==> config.mk <==
export PLATFORM = sky130hd
export DESIGN_NAME = instruction_fetch
export DESIGN_NICKNAME = d
export VERILOG_FILES = /design/src/rtl/if_pkg.sv /design/src/rtl/if_fifo.sv /design/src/rtl/instruction_fetch.sv
export SDC_FILE = /design/constraint.sdc
export NUM_CORES = 1
export LEC_CHECK = 0
export BUFFER_PORTS_ARGS = -buffer_cell sky130_fd_sc_hd__buf_2
export CAP_MARGIN = 20
export CORE_UTILIZATION = 40
export DETAILED_ROUTE_END_ITERATION = 12
export PLACE_DENSITY_LB_ADDON = 0.15
export RECOVER_POWER = 25
export SYNTH_ARGS = -nofsm -noshare
export SYNTH_HDL_FRONTEND = slang
export SYNTH_HIERARCHICAL = 1
export SYNTH_SLANG_ARGS = --single-unit
==> constraint.sdc <==
create_clock -name aclk -period 6.1 [get_ports aclk]
set_input_delay 0.305 -clock aclk [delete_from_list [all_inputs] [get_ports aclk]]
set_output_delay 0.305 -clock aclk [all_outputs]
set_load 0.1 [all_outputs]
==> src/rtl/if_pkg.sv <==
// Shared types and constants for the instruction fetch unit.
// The fetch state encoding and instruction/PC step sizes live here.
package if_pkg;

   localparam int INST_W  = 32;
   localparam int PC_STEP = 4;

   typedef enum logic [1:0] {
      IDLE  = 2'd0,
      FETCH = 2'd1,
      FLUSH = 2'd2
   } if_state_e;

endpackage

==> src/rtl/if_fifo.sv <==
// Small synchronous instruction buffer with push, pop, flush and occupancy count.
// Data width is a parameter so the fetch unit can append a PC tag to each entry.
module if_fifo
   import if_pkg::*;
#(
   parameter int DEPTH = 2,
   parameter int WIDTH = INST_W
) (
   input  logic                       clk_i,
   input  logic                       rst_ni,
   input  logic                       push_i,
   input  logic [WIDTH-1:0]           push_data_i,
   input  logic                       pop_i,
   input  logic                       flush_i,
   output logic [WIDTH-1:0]           head_o,
   output logic                       empty_o,
   output logic [$clog2(DEPTH):0]     count_o
);

   localparam int PW = $clog2(DEPTH);
   localparam int CW = PW + 1;
   localparam logic [CW-1:0] DEPTH_C = CW'(DEPTH);

   logic [WIDTH-1:0] mem_q [DEPTH];
   logic [PW-1:0]    wr_ptr_q, wr_ptr_d;
   logic [PW-1:0]    rd_ptr_q, rd_ptr_d;
   logic [CW-1:0]    count_q, count_d;
   logic             doPush;
   logic             doPop;

   // A pop frees its slot in the same cycle, so push-while-full is legal only alongside a pop.
   always_comb begin
      doPop    = pop_i && (count_q != '0);
      doPush   = push_i && ((count_q != DEPTH_C) || doPop);
      wr_ptr_d = wr_ptr_q;
      rd_ptr_d = rd_ptr_q;
      count_d  = count_q;
      if (flush_i) begin
         wr_ptr_d = '0;
         rd_ptr_d = '0;
         count_d  = '0;
      end else begin
         if (doPush) wr_ptr_d = wr_ptr_q + 1'b1;
         if (doPop)  rd_ptr_d = rd_ptr_q + 1'b1;
         case ({doPush, doPop})
            2'b10:   count_d = count_q + 1'b1;
            2'b01:   count_d = count_q - 1'b1;
            default: count_d = count_q;
         endcase
      end
   end

   always_ff @(posedge clk_i or negedge rst_ni) begin
      if (!rst_ni) begin
         wr_ptr_q <= '0;
         rd_ptr_q <= '0;
         count_q  <= '0;
      end else begin
         wr_ptr_q <= wr_ptr_d;
         rd_ptr_q <= rd_ptr_d;
         count_q  <= count_d;
      end
   end

   always_ff @(posedge clk_i) begin
      if (doPush && !flush_i) mem_q[wr_ptr_q] <= push_data_i;
   end

   assign empty_o = (count_q == '0);
   assign head_o  = empty_o ? '0 : mem_q[rd_ptr_q];
   assign count_o = count_q;

endmodule

==> src/rtl/instruction_fetch.sv <==
// Instruction fetch: issues in-order word reads, buffers responses, handles redirects.
// Define IF_PC_TAG_EN to add inst_tpc, the fetch address of the presented instruction.
module instruction_fetch
   import if_pkg::*;
#(
   parameter logic [31:0] RESET_PC   = 32'h0000_0000,
   parameter int          FIFO_DEPTH = 2
) (
   input  logic              aclk,
   input  logic              aresetn,
   output logic              imem_req,
   output logic [31:0]       imem_addr,
   input  logic [31:0]       imem_rdata,
   input  logic              imem_rvalid,
   output logic [INST_W-1:0] inst_tdata,
   output logic              inst_tvalid,
   input  logic              inst_tready,
   input  logic              redirect,
   input  logic [31:0]       redirect_pc
`ifdef IF_PC_TAG_EN
   ,
   output logic [31:0]       inst_tpc
`endif
);

   localparam int CW = $clog2(FIFO_DEPTH) + 1;
   localparam logic [CW:0] DEPTH_W = (CW + 1)'(FIFO_DEPTH);
`ifdef IF_PC_TAG_EN
   localparam int ENTRY_W = INST_W + 32;
`else
   localparam int ENTRY_W = INST_W;
`endif

   if_state_e        state_q, state_d;
   logic [31:0]      pc_q, pc_d;
   logic [CW-1:0]    outstanding_q, outstanding_d;
   logic [CW-1:0]    drop_q, drop_d;

   logic [31:0]      redirectTarget;
   logic [CW-1:0]    fifoCount;
   logic             fifoEmpty;
   logic             fifoPush;
   logic             fifoPop;
   logic             fifoFlush;
   logic [ENTRY_W-1:0] fifoPushData;
   logic [ENTRY_W-1:0] fifoHead;
   logic             bufferRoom;
   logic             rspAccept;
   logic             dropHit;
   logic [CW-1:0]    redirectDrop;
   logic [CW-1:0]    flushDropLeft;
   logic             unusedRedirectBits;

   assign redirectTarget     = {redirect_pc[31:2], 2'b00};
   assign unusedRedirectBits = ^redirect_pc[1:0];

   // Responses only count against real in-flight requests; strays are dropped on the floor.
   assign rspAccept     = imem_rvalid && (outstanding_q != '0);
   assign dropHit       = imem_rvalid && (drop_q != '0);
   assign redirectDrop  = outstanding_q - CW'(rspAccept);
   assign flushDropLeft = drop_q - CW'(dropHit);
   assign bufferRoom    = ({1'b0, fifoCount} + {1'b0, outstanding_q}) < DEPTH_W;

   always_comb begin
      state_d       = state_q;
      pc_d          = pc_q;
      outstanding_d = outstanding_q;
      drop_d        = drop_q;
      imem_req      = 1'b0;
      fifoPush      = 1'b0;
      fifoFlush     = 1'b0;
      case (state_q)
         IDLE: begin
            state_d = FETCH;
            if (redirect) pc_d = redirectTarget;
         end
         FETCH: begin
            if (redirect) begin
               pc_d          = redirectTarget;
               fifoFlush     = 1'b1;
               outstanding_d = '0;
               drop_d        = redirectDrop;
               state_d       = (redirectDrop != '0) ? FLUSH : FETCH;
            end else begin
               imem_req      = bufferRoom;
               fifoPush      = rspAccept;
               if (bufferRoom) pc_d = pc_q + 32'(PC_STEP);
               outstanding_d = outstanding_q + CW'(bufferRoom) - CW'(rspAccept);
            end
         end
         FLUSH: begin
            drop_d = flushDropLeft;
            if (redirect) begin
               pc_d      = redirectTarget;
               fifoFlush = 1'b1;
            end
            if (flushDropLeft == '0) state_d = FETCH;
         end
         default: state_d = IDLE;
      endcase
   end

   always_ff @(posedge aclk or negedge aresetn) begin
      if (!aresetn) begin
         state_q       <= IDLE;
         pc_q          <= RESET_PC;
         outstanding_q <= '0;
         drop_q        <= '0;
      end else begin
         state_q       <= state_d;
         pc_q          <= pc_d;
         outstanding_q <= outstanding_d;
         drop_q        <= drop_d;
      end
   end

`ifdef IF_PC_TAG_EN
   // Requests since the last redirect are consecutive, so the oldest one sits behind pc.
   logic [31:0] rspPc;
   assign rspPc        = pc_q - (32'(outstanding_q) << 2);
   assign fifoPushData = {rspPc, imem_rdata};
   assign inst_tpc     = fifoHead[ENTRY_W-1:INST_W];
`else
   assign fifoPushData = imem_rdata;
`endif

   assign fifoPop = inst_tvalid && inst_tready;

   if_fifo #(
      .DEPTH (FIFO_DEPTH),
      .WIDTH (ENTRY_W)
   ) u_fifo (
      .clk_i       (aclk),
      .rst_ni      (aresetn),
      .push_i      (fifoPush),
      .push_data_i (fifoPushData),
      .pop_i       (fifoPop),
      .flush_i     (fifoFlush),
      .head_o      (fifoHead),
      .empty_o     (fifoEmpty),
      .count_o     (fifoCount)
   );

   assign imem_addr   = imem_req ? pc_q : 32'h0;
   assign inst_tvalid = !fifoEmpty;
   assign inst_tdata  = fifoHead[INST_W-1:0];

endmodule

==> results of run 1 <==
-- routing by layer --
metal,track usage [%],vias to the layer above,routed length (um)
met2,31.5,160,6390
li1,-,2150,-
met1,25.7,2120,6040
met5,0,-,0
met4,8.44,0,187
met3,3.07,11,874
-- sequential cells by signal, summed over array words and instances (netlist names) --
signal,flops
state_q,2
outstanding_q,2
drop_q,2
u_fifo/mem_q,64
u_fifo/rd_ptr_q,1
u_fifo/wr_ptr_q,1
pc_q,30
u_fifo/count_o,2
-- worst max-delay path: cells and delay by family (launching register included) --
kind	cells	cell delay, ns
fa+ha+maj	1	0.49
buf+inv	1	0.42
flops	1	0.49
simple gates	4	1.45
-- cell families (layout without fill, tap and decap cells) --
group	Yosys count	count (layout)	share of synthesized area [%]
adder cells (fa/ha/maj)	10	10	2.37
multiplexers	36	36	6.49
flip-flops	104	104	52.3
XOR/XNOR	4	4	0.627
buffers and inverters	48	164	4.63
AO/OA/AOI/OAI	107	107	13.1
AND/OR/NAND/NOR	207	207	20.4
other	1	2	0.0671
-- power breakdown --
| part | total (mW) | switching, mW | internal (mW) | leakage [nW] |
|---|---|---|---|---|
| logic | 2.07 | 1.60 | 0.471 | 1.39 |
| registers | 1.11 | 0.219 | 0.888 | 1.03 |
| clock network | 0.602 | 0.275 | 0.327 | 0.147 |
| total | 3.78 | 2.09 | 1.69 | 2.57 |
-- layout make-up --
cell class | instances | area [um2] | share of cell area [%]
repair buffers | 134 | 661 | 10.0
clock inverters | 7 | 90.1 | 1.36
flip-flops and latches | 104 | 2920 | 44.3
well taps | 176 | 220 | 3.34
multi-input cells | 366 | 2430 | 36.8
inverters | 14 | 52.6 | 0.796
clock buffers | 9 | 225 | 3.41
-- placed cells by master (no fill, tap or decap), types with 9 or more instances in the layout --
cell / instances
and2_1: 31
ha_1: 9
nand2_1: 27
edfxtp_1: 64
clkbuf_16: 9
dfrtp_1: 39
nand4_1: 16
or3_1: 10
mux2i_1: 34
nand3_1: 12
nor3_1: 11
inv_1: 14
buf_2: 114
nor2_1: 53
o21ai_0: 21
a21oi_1: 27
clkbuf_1: 16
-- metrics by stage --
stage	area, um2	power [mW]
global route	6600	3.99
detailed placement	6310	3.19
finish	6600	3.78
global placement	6310	3.16
CTS	6620	3.80
floorplan	5590	2.84
-- worst paths after layout --
| kind | endpoint | slack, ns | startpoint |
|---|---|---|---|
| setup / recovery | imem_addr[15] | 2.59 | u_fifo/count_o[0]$_DFFE_PN0P_ |
| hold / removal | u_fifo/mem_q[0][31]$_DFFE_PP_ | 0.14 | imem_rdata[31] |
| setup reg to reg | u_fifo/mem_q[1][18]$_DFFE_PP_ | 3.26 | state_q[1]$_DFFE_PN0P_ |
| hold reg to reg | pc_q[2]$_DFFE_PN0P_ | 0.58 | pc_q[2]$_DFFE_PN0P_ |
| max in group asynchronous | u_fifo/rd_ptr_q$_DFFE_PN0P_ | 3.99 | aresetn |
| min in group asynchronous | pc_q[7]$_DFFE_PN0P_ | 0.63 | aresetn |
==> flow_metrics.env, run 1 <==
export IMPL_ant_nets=0
export IMPL_hold_depth=1
export IMPL_cts_buffers=9
export IMPL_worst_path_max_fanout=28
export IMPL_fill_cells=1277
export IMPL_grt_pass1_wl_um=21800
export IMPL_grt_usage_pct=19.4
export IMPL_relSlewSlack_pct=-53.8
export IMPL_worstRegToRegCells=7
export IMPL_synthCells=517
export IMPL_dieHeight_um=120
export IMPL_slew_violations=41
export IMPL_required_ns=5.79
export IMPL_ys_flop_type="edfxtp_1"
export IMPL_gr_total_overflow=0
export IMPL_port_buffers=130
export IMPL_cp_arrival_ns=3.21
export IMPL_nets=708
export IMPL_cp_slowest_stage_delay_ns=0.84
export IMPL_wire_per_inst_um=16.7
export IMPL_drc_errors=0
export IMPL_hold_viol=0
export IMPL_p_leak_nw=2.57
export IMPL_path_class="flip-flop to primary output"
export IMPL_cts_clk_slew_worst_paths_ns=0.08
export IMPL_synth_top_area_share_pct=34.4
export IMPL_initial_core_util_pct=41.5
export IMPL_period_needed_ns=3.51
export IMPL_synth_common_cells="64 x edfxtp_1, 54 x nor2_1, 40 x dfrtp_1"
export IMPL_clk_latency_ns=0.35
export IMPL_cpMostUsedCell="nand2_1"
export IMPL_row_count=42
export IMPL_drive_gt1_share_pct=24.9
export IMPL_cts_root_buf="clkbuf_16"
export IMPL_placed_cells=794
export IMPL_crit_chain="nand2_1 > fa_1 > nand2_1 > nor2_2 > and2_2 > buf_2"
export IMPL_yosysUniqueCellTypes=69
export IMPL_n_antenna_cell=0
export IMPL_cts_tree="yes"
export IMPL_core_area_um2=13500
export IMPL_grt_max_degree=54
export IMPL_postCtsHoldBufs=0
export IMPL_cts_buffer_depth=2
export IMPL_stdcell_count=810
export IMPL_skew_ns=0.00876
export IMPL_io_pins=135
export IMPL_synthToLayoutAreaGrowth_pct=18.1
export IMPL_cap_violations=1
export IMPL_hold_ws_ns=0.135
export IMPL_dp_hpwl_um=9090
export IMPL_via_count=4441
export IMPL_ys_seq_area_share_pct=52.3
export IMPL_die_area_um2=14400
export IMPL_yosysWarnings=6
export IMPL_synth_edf_count=64
export IMPL_synth_area_um2=5590
export IMPL_ctsResizeCount=0
export IMPL_synth_most_common_cell="edfxtp_1"
export IMPL_outcome="finished, violations left"
export IMPL_post_synth_cell_area_avg_um2=10.8
export IMPL_cts_sinks=104
export IMPL_die_w_um=120
export IMPL_gp_congestion=0.807
export IMPL_dr_first_iter_drc_count=328
export IMPL_viasPerCell=5.48
export IMPL_post_cts_buffers=0
export IMPL_synth_area_top_cells="edfxtp_1 34%, dfrtp_1 18%, mux2i_1 6.1%"
export IMPL_clock_fmax_ghz=0.285
export IMPL_end_kind="primary output"
export IMPL_tightest_slew_ns=2.31
export IMPL_drtPass1Iterations=5
export IMPL_antenna_found_initial=0
export IMPL_ys_ff_latch=104
export IMPL_ir_drop_mv=0.376
export IMPL_tns_ns=0
export IMPL_setup_violations=0
export IMPL_rsz0062_at_grt="false"
export IMPL_violations="capacitance limit, slew limit"
export IMPL_htreeDepth=3
export IMPL_power_density_nw_per_um2=572
export IMPL_grt_pass1_vias=4271
export IMPL_dp_slack_ns=2.66
export IMPL_async_flop_share_pct=38.5
export IMPL_yosysTopAreaCell="edfxtp_1"
export IMPL_utilization_pct=49.1
export IMPL_worst_slack_ns=2.59
export IMPL_min_period_over_period_pct=57.6
export IMPL_cp_start_kind="flip-flop"
export IMPL_min_path_type="input pin to flip-flop"
export IMPL_wirelength_um=13500
export IMPL_cpMaxStageDelayCell="nor2_2"
No activity file was read; power rests on OpenSTA's default activity.
==> run 2, diff against run 1 <==
--- a/config.mk
+++ b/config.mk
@@ -5,6 +5,7 @@
 export SDC_FILE = /design/constraint.sdc
 export NUM_CORES = 1
 export LEC_CHECK = 0
+export ABC_AREA = 1
 export BUFFER_PORTS_ARGS = -buffer_cell sky130_fd_sc_hd__buf_2
 export CAP_MARGIN = 20
 export CORE_UTILIZATION = 40
==> constraint.sdc (replaced) <==
create_clock -name aclk -period 3.3 [get_ports aclk]
set_input_delay 0.165 -clock aclk [delete_from_list [all_inputs] [get_ports aclk]]
set_output_delay 0.165 -clock aclk [all_outputs]
set_load 0.1 [all_outputs]
==> run 2 against run 1 <==
Effect of this change: clock skew is 0.00061 ns lower; utilization is 0.76 points higher; clock-buffer cell count stayed put; flip-flop and latch count stayed put; critical path type unchanged; critical path depth is 1 higher; global-route usage hardly changed; cell area is 5.2% higher; sequential share of layout area is 2.2 points lower; worst setup slack worse by 2.2 ns; the flow still finishes with violations (capacitance limit, slew limit).
==> flow_metrics.env, run 2 <==
export IMPL_cp_arrival_ns=2.75
export IMPL_cts_sinks=104
export IMPL_outcome="finished, violations left"
export IMPL_clock_fmax_ghz=0.344
export IMPL_ys_flop_type="edfxtp_1"
export IMPL_hold_depth=1
export IMPL_cts_buffers=9
export IMPL_rsz0062_at_grt="false"
export IMPL_viasPerCell=4.84
export IMPL_ys_seq_area_share_pct=50.8
export IMPL_cts_clk_slew_worst_paths_ns=0.07
export IMPL_cts_root_buf="clkbuf_16"
export IMPL_synth_most_common_cell="nand2_1"
export IMPL_post_cts_buffers=0
export IMPL_die_w_um=122
export IMPL_wirelength_um=14000
export IMPL_cp_start_kind="flip-flop"
export IMPL_yosysTopAreaCell="edfxtp_1"
export IMPL_dr_first_iter_drc_count=356
export IMPL_hold_viol=0
export IMPL_cap_violations=1
export IMPL_cts_buffer_depth=2
export IMPL_synth_area_um2=5750
export IMPL_gp_congestion=0.829
export IMPL_final_common_cell="nand2_1"
export IMPL_multiInputGateArea_um2=2400
export IMPL_ant_nets=0
export IMPL_ff2ff_setup_slack_ns=0.57
export IMPL_yosysWarnings=6
export IMPL_reg2reg_to="u_fifo/mem_q[0][7]$_DFFE_PP_"
export IMPL_drc_errors=0
export IMPL_dp_hpwl_um=9720
export IMPL_wire_per_inst_um=13.6
export IMPL_hold_path_startpoint="imem_rdata[16]"
export IMPL_fill_cells=1375
export IMPL_dieHeight_um=122
export IMPL_slew_violations=41
export IMPL_path_class="flip-flop to primary output"
export IMPL_initial_core_util_pct=41.3
export IMPL_port_buffers=130
export IMPL_ys_ff_latch=104
export IMPL_cpMaxStageDelayCell="fa_1"
export IMPL_drtPass1Iterations=5
export IMPL_layout_common_cells="218 x nand2_1, 111 x buf_2, 106 x nor2_1"
export IMPL_end_kind="primary output"
export IMPL_skew_ns=0.00815
export IMPL_period_needed_ns=2.91
export IMPL_hold_end="u_fifo/mem_q[1][16]$_DFFE_PP_"
export IMPL_yosysUniqueCellTypes=39
export IMPL_tightest_slew_ns=2.39
export IMPL_synth_top_area_share_pct=33.4
export IMPL_nets=924
export IMPL_reg_largest_list="u_fifo/mem_q (64), pc_q (30)"
export IMPL_grt_pass1_vias=4719
export IMPL_synthCells=705
export IMPL_cp_slowest_stage_delay_ns=0.55
export IMPL_clk_latency_ns=0.35
export IMPL_regMostFlops="u_fifo/mem_q"
export IMPL_cts_tree="yes"
export IMPL_synth_area_top_cells="edfxtp_1 33%, dfrtp_1 17%, nand2_1 14%"
export IMPL_min_period_over_period_pct=88.2
export IMPL_gr_total_overflow=0
export IMPL_io_pins=135
export IMPL_post_synth_cell_area_avg_um2=8.15
export IMPL_grt_max_degree=41
export IMPL_synth_common_cells="218 x nand2_1, 109 x nor2_1, 64 x edfxtp_1"
export IMPL_async_flop_share_pct=38.5
export IMPL_core_area_um2=13900
export IMPL_row_count=43
export IMPL_synthToLayoutAreaGrowth_pct=20.8
export IMPL_largest_reg_flops=64
export IMPL_grt_pass1_wl_um=22400
export IMPL_regArea_um2=2920
export IMPL_via_count=4977
export IMPL_r2r_start="u_fifo/count_o[1]$_DFFE_PN0P_"
export IMPL_grt_usage_pct=19.4
export IMPL_utilization_pct=49.8
export IMPL_worst_path_max_fanout=30
export IMPL_required_ns=3.13
export IMPL_n_antenna_cell=0
export IMPL_crit_chain="inv_1 > fa_1 > nand2_1 > nor2_2 > inv_1 > nor2_1 > buf_2"
export IMPL_synth_edf_count=64
export IMPL_min_path_type="input pin to flip-flop"
export IMPL_antenna_found_initial=0
export IMPL_die_area_um2=14900
export IMPL_setup_violations=0
export IMPL_worstRegToRegCells=8
export IMPL_htreeDepth=3
export IMPL_relSlewSlack_pct=-59.1
export IMPL_drive_gt1_share_pct=20.7
export IMPL_violations="capacitance limit, slew limit"
export IMPL_cpMostUsedCell="inv_1"
## run 2: critical path, delay by kind of cell (launching register included)
kind	cells	cell delay [ns]
buf+inv	3	0.95
fa+ha+maj	1	0.55
simple gates	3	0.50
flops	1	0.39
## run 2: stage by stage
step | setup TNS (ns) | setup WS, ns | std cells | cell area (um2) | hold slack (ns)
after floorplan | -12.89 | -0.430 | 706 | 5760 | -0.131
after global placement | 0 | 0.639 | 994 | 6490 | 0.355
after detailed placement | 0 | 0.551 | 994 | 6490 | 0.357
after CTS | 0 | 0.349 | 1028 | 6960 | 0.00109
after global routing | 0 | 0.162 | 1029 | 6950 | 0.00127
final | 0 | 0.389 | 1029 | 6950 | 0.0103
## run 2: layout make-up
| cell class | instances | share of cell area (%) |
|---|---|---|
| sequential | 104 | 42.1 |
| multi-input combinational | 505 | 34.5 |
| timing repair buffer | 155 | 12.4 |
| inverter | 70 | 3.78 |
| clock buffer | 9 | 3.24 |
| tap | 180 | 3.24 |
| clock inverter | 6 | 0.703 |
## run 2: timing repair
action / in CTS / in global routing
setup endpoints to repair: 0 / 0
gates resized for setup: 0 / 0
endpoints found under the hold margin: 38 / 2
hold buffers: 19 / 1
## run 2: logic make-up (layout without fill, tap and decap cells)
| family | Yosys count | count (layout) | synth area share [%] |
|---|---|---|---|
| simple gates | 398 | 398 | 29.1 |
| other cells | 1 | 2 | 0.0652 |
| buf+inv | 97 | 240 | 7.86 |
| compound gates | 90 | 90 | 9.03 |
| flops | 104 | 104 | 50.8 |
| xor+xnor | 5 | 5 | 0.762 |
| fa+ha+maj | 10 | 10 | 2.31 |
## run 2: worst max path at each step
stage / startpoint / endpoint / slack [ns] / cells past startpoint
6_report: outstanding_q[1]$_DFFE_PN0N_ / imem_addr[13] / 0.39 / 7
5_1_grt: outstanding_q[1]$_DFFE_PN0N_ / imem_addr[7] / 0.16 / 7
4_1_cts: outstanding_q[1]$_DFFE_PN0N_ / imem_addr[19] / 0.35 / 7
3_5_place_dp: u_fifo/count_o[1]$_DFFE_PN0P_ / u_fifo/mem_q[0][4]$_DFFE_PP_ / 0.55 / 8
3_3_place_gp: state_q[1]$_DFFE_PN0P_ / u_fifo/mem_q[0][18]$_DFFE_PP_ / 0.64 / 8
2_1_floorplan: outstanding_q[1]$_DFFE_PN0N_ / imem_addr[10] / -0.43 / 7
## run 2: routing by layer
metal	GRT usage (%)	up-vias	routed length [um]
li1	-	2543	-
met1	24.2	2303	6210
met2	34.2	115	7160
met3	2.20	16	470
met4	7.25	0	191
met5	0	-	0
Power of run 2 is not shown: default switching activity piles up to over one toggle a cycle in this logic, so the estimate is an artifact.
==> run 3, diff against run 2 <==
--- a/config.mk
+++ b/config.mk
@@ -14,5 +14,4 @@
 export RECOVER_POWER = 25
 export SYNTH_ARGS = -nofsm -noshare
 export SYNTH_HDL_FRONTEND = slang
-export SYNTH_HIERARCHICAL = 1
 export SYNTH_SLANG_ARGS = --single-unit
==> run 3 against run 2 <==
Effect of this change: the run still ends with capacitance limit, slew limit left; cell count rose by 1.1%; register-to-register slack improved by 0.41 ns; maximum frequency fell by 0.32%; non-clock buffer count rose by 14; worst setup slack got worse by 0.0093 ns; hold slack improved by 0.079 ns; clock-buffer cell count did not move; via count rose by 1.6%; cell area rose by 0.49%; die area fell by 3.1%; clock skew barely moved; critical path depth did not move.
==> flow_metrics.env, run 3 <==
export IMPL_post_synth_cell_area_avg_um2=7.91
export IMPL_grt_pass1_wl_um=23300
export IMPL_period_needed_ns=2.92
export IMPL_core_area_um2=13400
export IMPL_relSlewSlack_pct=-56.4
export IMPL_synth_xor_area_share_pct=0.944
export IMPL_min_period_over_period_pct=88.5
export IMPL_synth_top_family_by_area="simple AND/OR/NAND/NOR gates"
export IMPL_wire_per_inst_um=14.0
export IMPL_worst_slack_ns=0.380
export IMPL_synth_edf_count=64
export IMPL_nets=937
export IMPL_outcome="finished, violations left"
export IMPL_grt_max_degree=42
export IMPL_path_depth=7
export IMPL_final_common_cell="nand2_1"
export IMPL_tightest_slew_ns=2.35
export IMPL_die_w_um=120
export IMPL_cts_clk_slew_worst_paths_ns=0.08
export IMPL_layout_common_cells="230 x nand2_1, 122 x nor2_1, 113 x buf_2"
export IMPL_yosysWarnings=0
export IMPL_hold_ws_ns=0.0895
export IMPL_cts_buffer_depth=2
export IMPL_cts_tree="yes"
export IMPL_regMostFlops="u_fifo.mem_q"
export IMPL_die_area_um2=14400
export IMPL_cts_root_buf="clkbuf_16"
export IMPL_required_ns=3.13
export IMPL_synthCells=704
export IMPL_grt_usage_pct=20.8
export IMPL_synthToLayoutAreaGrowth_pct=25.4
export IMPL_dp_hpwl_um=9980
export IMPL_dr_first_iter_drc_count=311
export IMPL_cp_arrival_ns=2.76
export IMPL_drive_gt1_share_pct=17.4
export IMPL_clk_latency_ns=0.36
export IMPL_crit_chain="inv_1 > fa_1 > nand2_1 > nor2_2 > inv_1 > nor2_1 > buf_2"
export IMPL_largest_reg_flops=64
export IMPL_ys_flop_type="edfxtp_1"
export IMPL_viasPerCell=4.86
export IMPL_rsz0062_at_grt="false"
export IMPL_cpMostUsedCell="inv_1"
export IMPL_port_buffers=130
export IMPL_grt_pass1_vias=4798
export IMPL_yosysUniqueCellTypes=30
export IMPL_muxShareOfSynthArea_pct=0
export IMPL_cts_sinks=104
export IMPL_reg_largest_list="u_fifo.mem_q (64), pc_q (30)"
export IMPL_hold_depth=3
export IMPL_async_flop_share_pct=38.5
export IMPL_setup_violations=0
export IMPL_io_pins=135
export IMPL_drc_errors=0
export IMPL_synth_top_area_share_pct=34.5
export IMPL_violations="capacitance limit, slew limit"
export IMPL_ctsResizeCount=0
export IMPL_via_count=5056
export IMPL_skew_ns=0.00791
export IMPL_cts_buffers=9
export IMPL_cp_top_family="buffers and inverters"
export IMPL_min_path_type="input pin to flip-flop"
export IMPL_gp_congestion=0.881
export IMPL_row_count=42
export IMPL_antenna_found_initial=2
export IMPL_htreeDepth=3
export IMPL_yosys_area_share_simple_pct=29.3
export IMPL_ant_nets=0
export IMPL_crit_buf_inv=3
export IMPL_synth_area_top_cells="edfxtp_1 35%, dfrtp_1 18%, nand2_1 16%"
export IMPL_yosysTopAreaCell="edfxtp_1"
export IMPL_slew_violations=41
export IMPL_wirelength_um=14600
export IMPL_ys_ff_latch=104
export IMPL_end_kind="primary output"
export IMPL_cap_violations=1
export IMPL_worstRegToRegCells=10
export IMPL_cpMaxStageDelayCell="fa_1"
export IMPL_synthAdderAreaFrac_pct=2.38
export IMPL_dp_slack_ns=0.756
export IMPL_synth_area_um2=5570
export IMPL_cp_start_kind="flip-flop"
export IMPL_ys_seq_area_share_pct=52.5
export IMPL_gr_total_overflow=0
export IMPL_hold_viol=0
export IMPL_dieHeight_um=120
export IMPL_worst_path_max_fanout=30
export IMPL_path_class="flip-flop to primary output"
export IMPL_synth_common_cells="230 x nand2_1, 125 x nor2_1, 64 x edfxtp_1"
export IMPL_initial_core_util_pct=41.5
export IMPL_cp_slowest_stage_delay_ns=0.54
export IMPL_synth_compound_area_share_pct=8.23
export IMPL_synth_most_common_cell="nand2_1"
export IMPL_clock_fmax_ghz=0.342
export IMPL_drtPass1Iterations=5
## run 3: cell type report
class                   count  area (um2)
clock buffers               9         225
fillers                  1321        6420
inverters                  62         233
well taps                 176         220
multi-input cells         512        2300
flip-flops and latches    104        2920
repair buffers            169        1010
clock inverters             7        68.8
diodes                      1        2.50
## run 3: tightest hold or removal path, stage by stage
cell      delay [ns]
buf_2           0.10
o211ai_1        0.09
nand2_1         0.06
## run 3: cell families after synthesis
kind of cell,count (synthesis)
xor gates and xnor gates,6
buffers and inverters,89
AOI/OAI and AO/OA,86
other,1
and+or+nand+nor,408
DFF,104
adders and majority gates,10
## run 3: metrics by stage
step                      TNS, ns  util [%]  cell area, um2  instances
after CTS                       0      52.2            7000       1039
after floorplan            -13.48         -            5570        705
final                           0      52.1            6980       1040
after global routing            0      52.1            6980       1039
after global placement          0      47.5            6370        990
after detailed placement        0      47.5            6370        990
## run 3: what timing repair did
action / CTS / global route
hold buffers: 33 / 0
hold endpoints to repair: 91 / 0
buffers inserted: 0 / 0
## run 3: routing by layer
| metal | wire length, um | GRT usage [%] | part of all wire, % | up-vias |
|---|---|---|---|---|
| met5 | 13 | 0 | 0.089 | - |
| met4 | 121 | 5.00 | 0.83 | 2 |
| met3 | 1120 | 6.27 | 7.7 | 14 |
| met2 | 6950 | 35.1 | 48 | 158 |
| met1 | 6360 | 26.0 | 44 | 2317 |
| li1 | - | - | - | 2565 |
## run 3: final timing paths
path | start | slack [ns] | to
min reg2reg | pc_q[31]$_DFFE_PN0P_ | 0.52 | pc_q[31]$_DFFE_PN0P_
min in group asynchronous | aresetn | 1.06 | pc_q[6]$_DFFE_PN0P_
max reg2reg | outstanding_q[1]$_DFFE_PN0P_ | 0.98 | pc_q[21]$_DFFE_PN0P_
max | outstanding_q[1]$_DFFE_PN0P_ | 0.38 | imem_addr[25]
max in group asynchronous | aresetn | 0.90 | pc_q[22]$_DFFE_PN0P_
min | redirect_pc[8] | 0.09 | pc_q[8]$_DFFE_PN0P_
Power of run 3 is left out for the same reason.
